File: src/rtl/i2c_pkg.sv
// i2c_pkg: shared state encoding and timing defaults for the I2C register arbiter
package i2c_pkg;
  typedef enum logic [2:0] {IDLE, PTR, DATA, STOP1, RD, STOP2, DONE, ERR_RST} state_t;
  localparam int STOP_CYC_DEF = 600;
  localparam int TIMEOUT_CYC_DEF = 100000;
  function automatic int max2(input int a, input int b);
    return a > b ? a : b;
  endfunction
endpackage

File: src/rtl/rr_arb2.sv
// rr_arb2: 2-way round-robin grant; the last-granted index loses ties
module rr_arb2 (
  input  logic       clk,
  input  logic       reset,
  input  logic [1:0] req,
  input  logic       take,
  output logic [1:0] gnt,
  output logic       idx
);
  logic last;
  always_comb begin
    idx = req[1] & (~req[0] | ~last);
    gnt = req == 2'b00 ? 2'b00 : (idx ? 2'b10 : 2'b01);
  end
  always_ff @(posedge clk or posedge reset)
    if (reset) last <= 1'b1;
    else if (take && req != 2'b00) last <= idx;
endmodule

File: src/rtl/i2c_reg_arbiter.sv
// i2c_reg_arbiter: shares one byte-level I2C master between two register read/write requesters
module i2c_reg_arbiter
  import i2c_pkg::*;
#(
  parameter int STOP_CYC    = STOP_CYC_DEF,
  parameter int TIMEOUT_CYC = TIMEOUT_CYC_DEF
) (
  input  logic       clk,
  input  logic       reset,
  input  logic [1:0] rq_valid,
  input  logic [1:0] rq_rd,
  input  logic [6:0] rq_dev0,
  input  logic [6:0] rq_dev1,
  input  logic [7:0] rq_reg0,
  input  logic [7:0] rq_reg1,
  input  logic [7:0] rq_wdata0,
  input  logic [7:0] rq_wdata1,
  output logic [1:0] rq_ack,
  output logic [1:0] rq_done,
  output logic       rq_err,
  output logic [7:0] rdata,
  output logic       m_ena,
  output logic       m_rd_wrt,
  output logic [6:0] m_addr,
  output logic [7:0] m_data_wrt,
  input  logic       m_busy,
  input  logic       m_err,
  input  logic [7:0] m_data_rd,
  output logic       m_rst
);
  localparam int CW = $clog2(max2(STOP_CYC, TIMEOUT_CYC) + 1);
  localparam logic [CW-1:0] CNT_MAX = '1;
  localparam logic [CW-1:0] STOP_LAST = CW'(STOP_CYC - 1);
  localparam logic [CW-1:0] TO_LAST = CW'(TIMEOUT_CYC - 1);
  state_t state, state_n;
  logic [CW-1:0] cnt;
  logic [1:0] gnt;
  logic gnt_idx, grant, busy_q, rd_q, err_q;
  logic [6:0] dev_q;
  logic [7:0] reg_q, wdata_q;
  logic fall, busy_edge, active, timed_out;
  rr_arb2 u_arb (
    .clk   (clk),
    .reset (reset),
    .req   (rq_valid),
    .take  (state == IDLE),
    .gnt   (gnt),
    .idx   (gnt_idx)
  );
  assign fall = busy_q & ~m_busy;
  assign busy_edge = busy_q ^ m_busy;
  assign active = state inside {PTR, DATA, RD};
  assign timed_out = active && cnt >= TO_LAST;
  assign m_addr = dev_q;
  always_comb begin
    state_n = state;
    rq_ack = 2'b00;
    rq_done = 2'b00;
    rq_err = 1'b0;
    m_ena = 1'b0;
    m_rd_wrt = 1'b0;
    m_data_wrt = reg_q;
    case (state)
      IDLE: begin
        rq_ack = gnt;
        state_n = |gnt ? PTR : IDLE;
      end
      PTR: begin
        m_ena = 1'b1;
        if (fall) state_n = rd_q ? STOP1 : DATA;
      end
      DATA: begin
        m_ena = 1'b1;
        m_data_wrt = wdata_q;
        if (fall) state_n = STOP2;
      end
      STOP1: state_n = cnt == STOP_LAST ? RD : STOP1;
      RD: begin
        m_ena = 1'b1;
        m_rd_wrt = 1'b1;
        if (fall) state_n = STOP2;
      end
      STOP2: state_n = cnt == STOP_LAST ? DONE : STOP2;
      DONE: begin
        rq_done = grant ? 2'b10 : 2'b01;
        rq_err = err_q;
        state_n = IDLE;
      end
      default: state_n = cnt == CW'(1) ? DONE : ERR_RST;
    endcase
    if (timed_out) state_n = ERR_RST;
    // a master error overrides any byte completion seen in the same cycle
    if (m_err && state inside {PTR, DATA, STOP1, RD, STOP2}) begin
      m_ena = 1'b0;
      state_n = ERR_RST;
    end
  end
  always_ff @(posedge clk or posedge reset)
    if (reset) begin
      state <= IDLE;
      busy_q <= 1'b0;
      cnt <= '0;
      grant <= 1'b0;
      dev_q <= '0;
      reg_q <= '0;
      wdata_q <= '0;
      rd_q <= 1'b0;
      err_q <= 1'b0;
      rdata <= '0;
      m_rst <= 1'b1;
    end else begin
      state <= state_n;
      busy_q <= m_busy;
      m_rst <= state_n == ERR_RST;
      cnt <= (state_n != state || (active && busy_edge)) ? '0 : (cnt == CNT_MAX ? cnt : cnt + 1'b1);
      if (state == IDLE && |gnt) begin
        grant <= gnt_idx;
        dev_q <= gnt_idx ? rq_dev1 : rq_dev0;
        reg_q <= gnt_idx ? rq_reg1 : rq_reg0;
        wdata_q <= gnt_idx ? rq_wdata1 : rq_wdata0;
        rd_q <= rq_rd[gnt_idx];
        err_q <= 1'b0;
      end
      if (state_n == ERR_RST) err_q <= 1'b1;
      if (state == RD && fall && !m_err) rdata <= m_data_rd;
    end
endmodule

File: config.mk
export PLATFORM = sky130hd
export DESIGN_NAME = i2c_reg_arbiter
export DESIGN_NICKNAME = d
export VERILOG_FILES = /design/src/rtl/i2c_pkg.sv /design/src/rtl/rr_arb2.sv /design/src/rtl/i2c_reg_arbiter.sv
export SDC_FILE = /design/constraint.sdc
export NUM_CORES = 1
export LEC_CHECK = 0
export BUFFER_PORTS_ARGS = -buffer_cell sky130_fd_sc_hd__clkbuf_2
export CAP_MARGIN = 10
export CORE_MARGIN = 5
export CORE_UTILIZATION = 41
export DETAILED_ROUTE_END_ITERATION = 16
export GPL_TIMING_DRIVEN = 0
export PLACE_DENSITY_LB_ADDON = 0.05
export RECOVER_POWER = 100
export SYNTH_ARGS = -nofsm -noshare
export SYNTH_HDL_FRONTEND = slang
export SYNTH_HIERARCHICAL = 1
export SYNTH_SLANG_ARGS = --single-unit
File: constraint.sdc
create_clock -name clk -period 3.5 [get_ports clk]
set_clock_uncertainty 0.05 [all_clocks]
set_input_delay 0.35 -clock clk [delete_from_list [all_inputs] [get_ports clk]]
set_output_delay 0.35 -clock clk [all_outputs]
set_load 0.02 [all_outputs]
### Word level (Yosys, flattened, before mapping)

Cells that the tools add are included.

| storage, ports and cells | value |
|---|---|
| logic and storage cells | 81 |
| input bits | 62 |
| output and inout port bits | 31 |
| register bits | 57 |

| operators by class | value |
|---|---|
| eq/ne operators | 12 |
| reductions and logical operators | 18 |
| bitwise logic cells | 7 |
| add/sub/neg operators | 1 |
| magnitude comparators | 2 |
| mux-type cells | 29 |

Operator list:

| operator | number |
|---|---|
| $mux W17 | 2 |
| $mux W8 | 3 |
| $pmux W3 S6 | 1 |
| $add A17 B1 Y17 const B | 1 |
| $eq A17 B1 Y1 const B | 1 |
| $eq A17 B10 Y1 const B | 1 |
| $eq A17 B17 Y1 const B | 1 |
| $ge A17 B17 Y1 const B | 1 |
| $mux W3 | 5 |
| $eq A3 B3 Y1 const B | 4 |
| $mux W2 | 6 |
| $mux W1 | 11 |
| $logic_and A1 B1 Y1 | 7 |
| $mux W7 | 1 |
| $eq A3 B2 Y1 const B | 2 |
| $reduce_bool A5 Y1 | 1 |
| $reduce_bool A2 Y1 | 2 |
| $reduce_or A2 Y1 | 2 |
| $eq A3 B1 Y1 const B | 1 |
| $logic_not A3 Y1 | 1 |
| $ne A3 B3 Y1 | 1 |
| $not A1 Y1 | 3 |
| $reduce_bool A3 Y1 | 1 |
| $reduce_or A3 Y1 | 1 |
| 8 further kinds | 9 |

### Depth between registers and ports, before layout

Gate-level depths: netlist of run 1.

| depth | value |
|---|---|
| depth after elaboration | 13 |
| mapped depth | 12 |
| depth with buffers taken out | 10 |

### Modules after synthesis

Netlist of run 1, hierarchy kept.

Modules (own cells, without submodules):

| module | seq. area each (um2) | cells each | times used | area an instance (um2) |
|---|---|---|---|---|
| i2c_reg_arbiter | 1402.6 | 320 | 1 | 3208.1 |
| rr_arb2 | 26.3 | 8 | 1 | 67.6 |

### Worst setup path before layout of run 1

OpenSTA, ideal clock, no wires.

| timing path | value |
|---|---|
| path type | flip-flop to flip-flop |
| from | register cnt[0] |
| to | register cnt[5] |
| period minus slack after synthesis | 2.577 ns |
| path slack | 0.923 ns |
| cell stages (with the launch flop) | 9 |
| library setup time | 0.137 ns |
| data arrival time | 2.390 ns |
| buffers on the path | 1 |
| cell sequence | dfrtp_1 > ha_1 > nand4_1 > or4b_2 > o21ai_1 > or3b_1 > o22ai_4 > buf_6 > nor4_1 |

| on the way | value |
|---|---|
| longest elaborated chain between the ends | 8 |

RTL lines:

| item | line | source |
|---|---|---|
| start, declared | i2c_reg_arbiter.sv:36 | `logic [CW-1:0] cnt;` |
| start signal, assigned | i2c_reg_arbiter.sv:115 | `cnt <= (state_n != state \|\| (active && busy_edge)) ? '0 : (cnt == CNT_MAX ? cnt : cnt + 1'b1);` |
| parallel branches: the longest is 8 deep, another holds $ge A17 B17 Y1 | n/a |  |

Several ways; the timed one is not identified. The select of a mux whose other input is x is not followed.
A chain may end at the register's enable or synchronous reset.

### Worst setup path in the final report of run 1

| timing path | value |
|---|---|
| from | register cnt[0] |
| to | register cnt[2] |

The elaborated chain is that of the path after synthesis.

==> results.cfg, run 1 <==
[sta]
drv_slew = 0
maxSlewHeadroom_pct = 45.9
setup_viol = 0
rsz0062_at_grt = no
fmax_ghz = 0.332
hold_violations = 0
finalCritPeriodShare_pct = 86.0
period_minus_slack_ps = 3010
fin_tns_setup_ps = 0
worst_slew_pin_slew_ps = 805

[pwr]
vdd_drop_max_mv = 0.365
pwr-share-seq_pct = 32.3
p_switching_w = 0.00136
intPower_w = 0.00172
p_per_area_nw_per_um2 = 781
p_sw_share_pct = 44.1
combPwrFrac_pct = 48.6
p_clk_share_pct = 19.2
leakage_nw = 1.83

[layout]
multi_input_area_um2 = 1630
final_net_count = 499
layout_commonest_cell = clkbuf_2
drive_gt1_share_pct = 23.6
num-fill-cells = 811
final_area_um2 = 3950
layout_common_cells = clkbuf_2, dfrtp_1, clkbuf_1
regArea_um2 = 1430
area_growth_pct = 20.7
n_antenna_cell = 0

[clocking]
cts_root_buffer = clkbuf_8
cts_tree = yes
postCtsSetupBuffers = 0
clk_latency_ps = 340
cts_hold_buf = 1
path_clk_slew_ps = 70
clock_sinks = 57
clockBufferDepth = 2
post_cts_resized = 0
h-tree-depth = 3
cts_inserted_buffers = 9

[setup_path]
crit_path_end_kind = register
worstReg2RegEnd = cnt[2]
worstSetupPathType = reg2reg
cp.arrival_ps = 3180
crit_required_ps = 3670
rrSetupSlack_ps = 490
crit_path_start_kind = register
rr_worst_depth = 8
timing.rr.start = cnt[0]
path_max_fanout = 10

[global_route]
antenna_found_initial = 0
grt-ovfl-total = 0
track_usage_pct = 17.2
grt_max_degree = 41
first_global_vias = 2912
grt_pass1_wl_um = 13600

[floorplanning]
fp.dieArea_um2 = 9880
ios = 93
die_w_um = 99.4
die_h_um = 99.4
core_area_um2 = 7770
initial_core_util_pct = 42.2
rows = 32

[logic_synthesis]
syn-instance-count = 328
synth-edff-count = 0
synth_warnings = 6
synth_area_um2 = 3280
avgSynthCellArea_um2 = 9.99
synth_seq_cells = 57
synth_nets = 394
synthDistinctLibCells = 54
yosysSeqAreaShare_pct = 43.6
synth_top_flop_cell = dfrtp_1
async_flop_share_pct = 100

[placed_design]
port_buffers = 92
gp_congestion = 0.887
placedInstanceArea_um2 = 3880
hpwl_um = 6050

[route]
drt-initial-drc-count = 101
avgRoutedWirePerCell_um = 14.8
dr.pass1.iters = 4
final_antenna_net_count = 0
vias = 2780
finalWirelength_um = 7980
routed_via_density = 5.16
route.detailed.drc = 0

[hold_path]
min_from = m_busy
worstHoldPathType = in2reg
hold_path_depth = 1
holdPathEnd = busy_q

[flow_run]
drv_cap = 0

[run_status]
status = complete, no violations
## synthesized netlist by cell type, types with 6 or more instances
cell	n	area share (%)
mux2i_1	25	7.6
mux2_2	17	5.8
xnor2_1	7	1.9
clkbuf_1	17	1.9
nor2b_1	6	1.1
nor4_1	9	1.7
xor2_1	9	2.4
nor2_1	13	1.5
o21ai_0	30	4.6
nand3_1	12	1.8
nor4_2	9	3.4
dfrtp_1	55	42
nand2_1	38	4.4
inv_1	11	1.3
## area by class of cell
cell class	instances	area share [%]
Multi-Input combinational cell	238	41.2
Inverter	11	1.04
Timing Repair Buffer	94	11.4
Sequential cell	57	36.1
Tap cell	102	3.23
Buffer	22	2.53
Clock inverter	4	1.14
Clock buffer	11	3.32
## worst max path at each step
stage             start      to  slack (ps)  cells past startpoint
2_1_floorplan    cnt[0]  cnt[5]         920                      8
3_3_place_gp     cnt[0]  cnt[5]         650                      8
3_5_place_dp     cnt[0]  cnt[5]         600                      8
4_1_cts          cnt[0]  cnt[5]         610                      8
5_1_grt        state[1]  cnt[0]         310                      8
6_report         cnt[0]  cnt[2]         490                      8
## power by group through the flow
stage | registers, W | clock network (W) | logic [W]
global placement | 0.000999 | 0 | 0.00163
global route | 0.00103 | 0.000632 | 0.00166
floorplan | 0.00108 | 0 | 0.00110
finish | 0.000996 | 0.000592 | 0.00150
CTS | 0.00100 | 0.000604 | 0.00165
detailed placement | 0.00101 | 0 | 0.00166
## worst max-delay path, stage by stage, from the launching register on
cell     delay, ps
dfrtp_1        420
ha_1           250
nand4_1        140
or4b_2         710
o21ai_0        220
a22oi_1        140
xnor2_1        660
buf_6          240
nor4_1          70
## flip-flops by register name (all words and copies together), names as in the netlist
name / count
cnt: 17
rdata: 8
reg_q: 8
wdata_q: 8
m_addr: 7
state: 3
busy_q: 1
err_q: 1
grant: 1
m_rst: 1
rd_q: 1
u_arb/last: 1
## stage by stage
step / util [%] / worst slack, ps / cells / power (W) / hold slack [ps]
global placement: 49.7 / 654 / 522 / 0.00262 / 289
CTS: 52.4 / 612 / 539 / 0.00326 / 75.2
floorplan: - / 923 / 328 / 0.00218 / 190
global route: 50.9 / 309 / 539 / 0.00332 / 83.0
detailed placement: 50.0 / 603 / 523 / 0.00267 / 308
finish: 50.9 / 489 / 539 / 0.00309 / 91.0
## kinds of logic (layout without fill, tap and decap cells)
family	after synthesis	in the layout	share of synthesized area [%]
multiplexers	42	42	13.5
buffers and inverters	33	142	4.35
AO/OA/AOI/OAI	57	57	11.4
adder cells (fa/ha/maj)	5	5	1.83
flip-flops	57	57	43.6
XOR/XNOR	17	17	4.77
AND/OR/NAND/NOR	117	117	20.6
## layer usage
layer  GRT usage (%)  up-vias  wire [um]
met5               0        -          0
met4            6.30        0        105
met3            4.56       10        511
met2            27.5       79       3640
met1            22.3     1317       3720
li1                -     1374          -
Power figures use the tool's default switching activity.
==> inputs of run 2 (changes only) <==
==> constraint.sdc (replaced) <==
create_clock -name clk -period 3.5 [get_ports clk]
set_clock_uncertainty 0.05 [all_clocks]
set_input_delay 0.7 -clock clk [delete_from_list [all_inputs] [get_ports clk]]
set_output_delay 0.7 -clock clk [all_outputs]
set_load 0.02 [all_outputs]
==> run 2 against run 1 <==
Compared with the run above: the run now ends with capacitance limit, slew limit left; highest routed layer unchanged; final cell count down 0.19%; maximum frequency down 1.9%; worst hold slack better by 200 ps; critical endpoint unchanged; core utilization down 0.32 points; routed wire length is 0.26% lower.
==> results.cfg, run 2 (synthesis gave the netlist of run 1 again) <==
[run_status]
status = finished with violations
violations = capacitance limit, slew limit

[global_route]
grt_pass1_wl_um = 13600
grt-ovfl-total = 0
first_global_vias = 2912
antenna_found_initial = 0
grt_max_degree = 41
track_usage_pct = 17.2

[clocking]
h-tree-depth = 3
post_cts_resized = 0
path_clk_slew_ps = 70
cts_tree = yes
cts_hold_buf = 0
clockBufferDepth = 2
clk_latency_ps = 340
cts_inserted_buffers = 9
cts_root_buffer = clkbuf_8
clock_sinks = 57
postCtsSetupBuffers = 0

[floorplanning]
core_area_um2 = 7770
initial_core_util_pct = 42.2
die_w_um = 99.4
rows = 32
ios = 93
fp.dieArea_um2 = 9880
die_h_um = 99.4

[placed_design]
dpl_worst_slack_ps = 594
placedInstanceArea_um2 = 3880
hpwl_um = 6050
gp_congestion = 0.887
port_buffers = 92

[sta]
finalCritPeriodShare_pct = 87.7
maxSlewHeadroom_pct = -16.4
worst_slew_pin_slew_ps = 1750
period_minus_slack_ps = 3070
drv_slew = 41
rsz0062_at_grt = no
hold_slack_ps = 294
setup_viol = 0
fmax_ghz = 0.326
hold_violations = 0
setup_slack_ps = 431
fin_tns_setup_ps = 0

[pwr]
p_per_area_nw_per_um2 = 779
leakage_nw = 1.82
vdd_drop_max_mv = 0.365

[route]
routed_via_density = 5.19
dr.pass1.iters = 6
final_antenna_net_count = 0
vias = 2794
drt-initial-drc-count = 95
route.detailed.drc = 0
avgRoutedWirePerCell_um = 14.8
finalWirelength_um = 7960

[setup_path]
path_max_fanout = 10
crit_start = cnt[0]
crit_path_start_kind = register
timing.rr.start = cnt[0]
critPathMaxStageDelay_ps = 700
cp_top_family = simple AND/OR/NAND/NOR gates
crit_path_end_kind = register
slowest_stage = or4b_2
cp.arrival_ps = 3240
worstSetupPathType = reg2reg
crit_buf_inv = 1
crit_required_ps = 3670
path_cells = ha_1 > nand4_1 > or4b_2 > o21ai_1 > a22oi_1 > xnor2_1 > clkbuf_2 > nor4_1

[layout]
regMostFlops = cnt
area_growth_pct = 19.9
regArea_um2 = 1430
layout_commonest_cell = clkbuf_2
multi_input_area_um2 = 1630
drive_gt1_share_pct = 23.4
final_net_count = 498
num-fill-cells = 812
n_antenna_cell = 0
layout_common_cells = clkbuf_2, dfrtp_1, clkbuf_1
largest_reg_flops = 17
final_area_um2 = 3930

[flow_run]
drv_cap = 1

[hold_path]
worstHoldPathType = in2async
run 2: changes by cell type in the layout (fill, tap and decap cells not counted):
cell,delta
buf_12,-1
dfstp_2,+1
o21ai_0,-1
buf_6,-1
dfstp_1,-1
dlymetal6s4s_1,+1
o21ai_1,+1
clkbuf_1,+1
dlygate4sd3_1,-1
run 2: cell type report:
| class | instances | area share [%] |
|---|---|---|
| plain buffers | 22 | 2.39 |
| repair buffers | 93 | 11.0 |
| clock inverters | 4 | 1.15 |
| inverters | 11 | 1.05 |
| flip-flops and latches | 57 | 36.4 |
| multi-input cells | 238 | 41.4 |
| well taps | 102 | 3.25 |
| clock buffers | 11 | 3.34 |
run 2: worst paths after layout:
path | endpoint | slack [ps] | depth (start not counted)
worst min register to register | reg_q[0] | 430 | 2
worst max register to register | cnt[2] | 430 | 8
worst min-delay path | u_arb/last | 290 | 2
max in group asynchronous | cnt[14] | 820 | 3
min in group clk | reg_q[0] | 430 | 2
worst max-delay path | cnt[2] | 430 | 8
run 2: power by group:
part           total, W  switching, W  internal (W)
logic           0.00147      0.000969      0.000504
clock network  0.000591      0.000269      0.000322
registers      0.000998      0.000116      0.000882
run 2: stage by stage:
stage	instances	total power, W	utilization (%)
after detailed placement	523	0.00267	50.0
after floorplan	328	0.00218	-
final	538	0.00306	50.6
after global routing	538	0.00330	50.6
after CTS	538	0.00326	52.3
after global placement	522	0.00262	49.7
run 2: metal layers:
metal / vias to the layer above / track usage [%] / part of all wire [%] / wire length (um)
li1: 1372 / - / - / -
met1: 1325 / 22.3 / 46 / 3690
met2: 87 / 27.5 / 45 / 3610
met3: 10 / 4.56 / 6.8 / 539
met4: 0 / 6.30 / 1.5 / 121
met5: - / 0 / 0 / 0
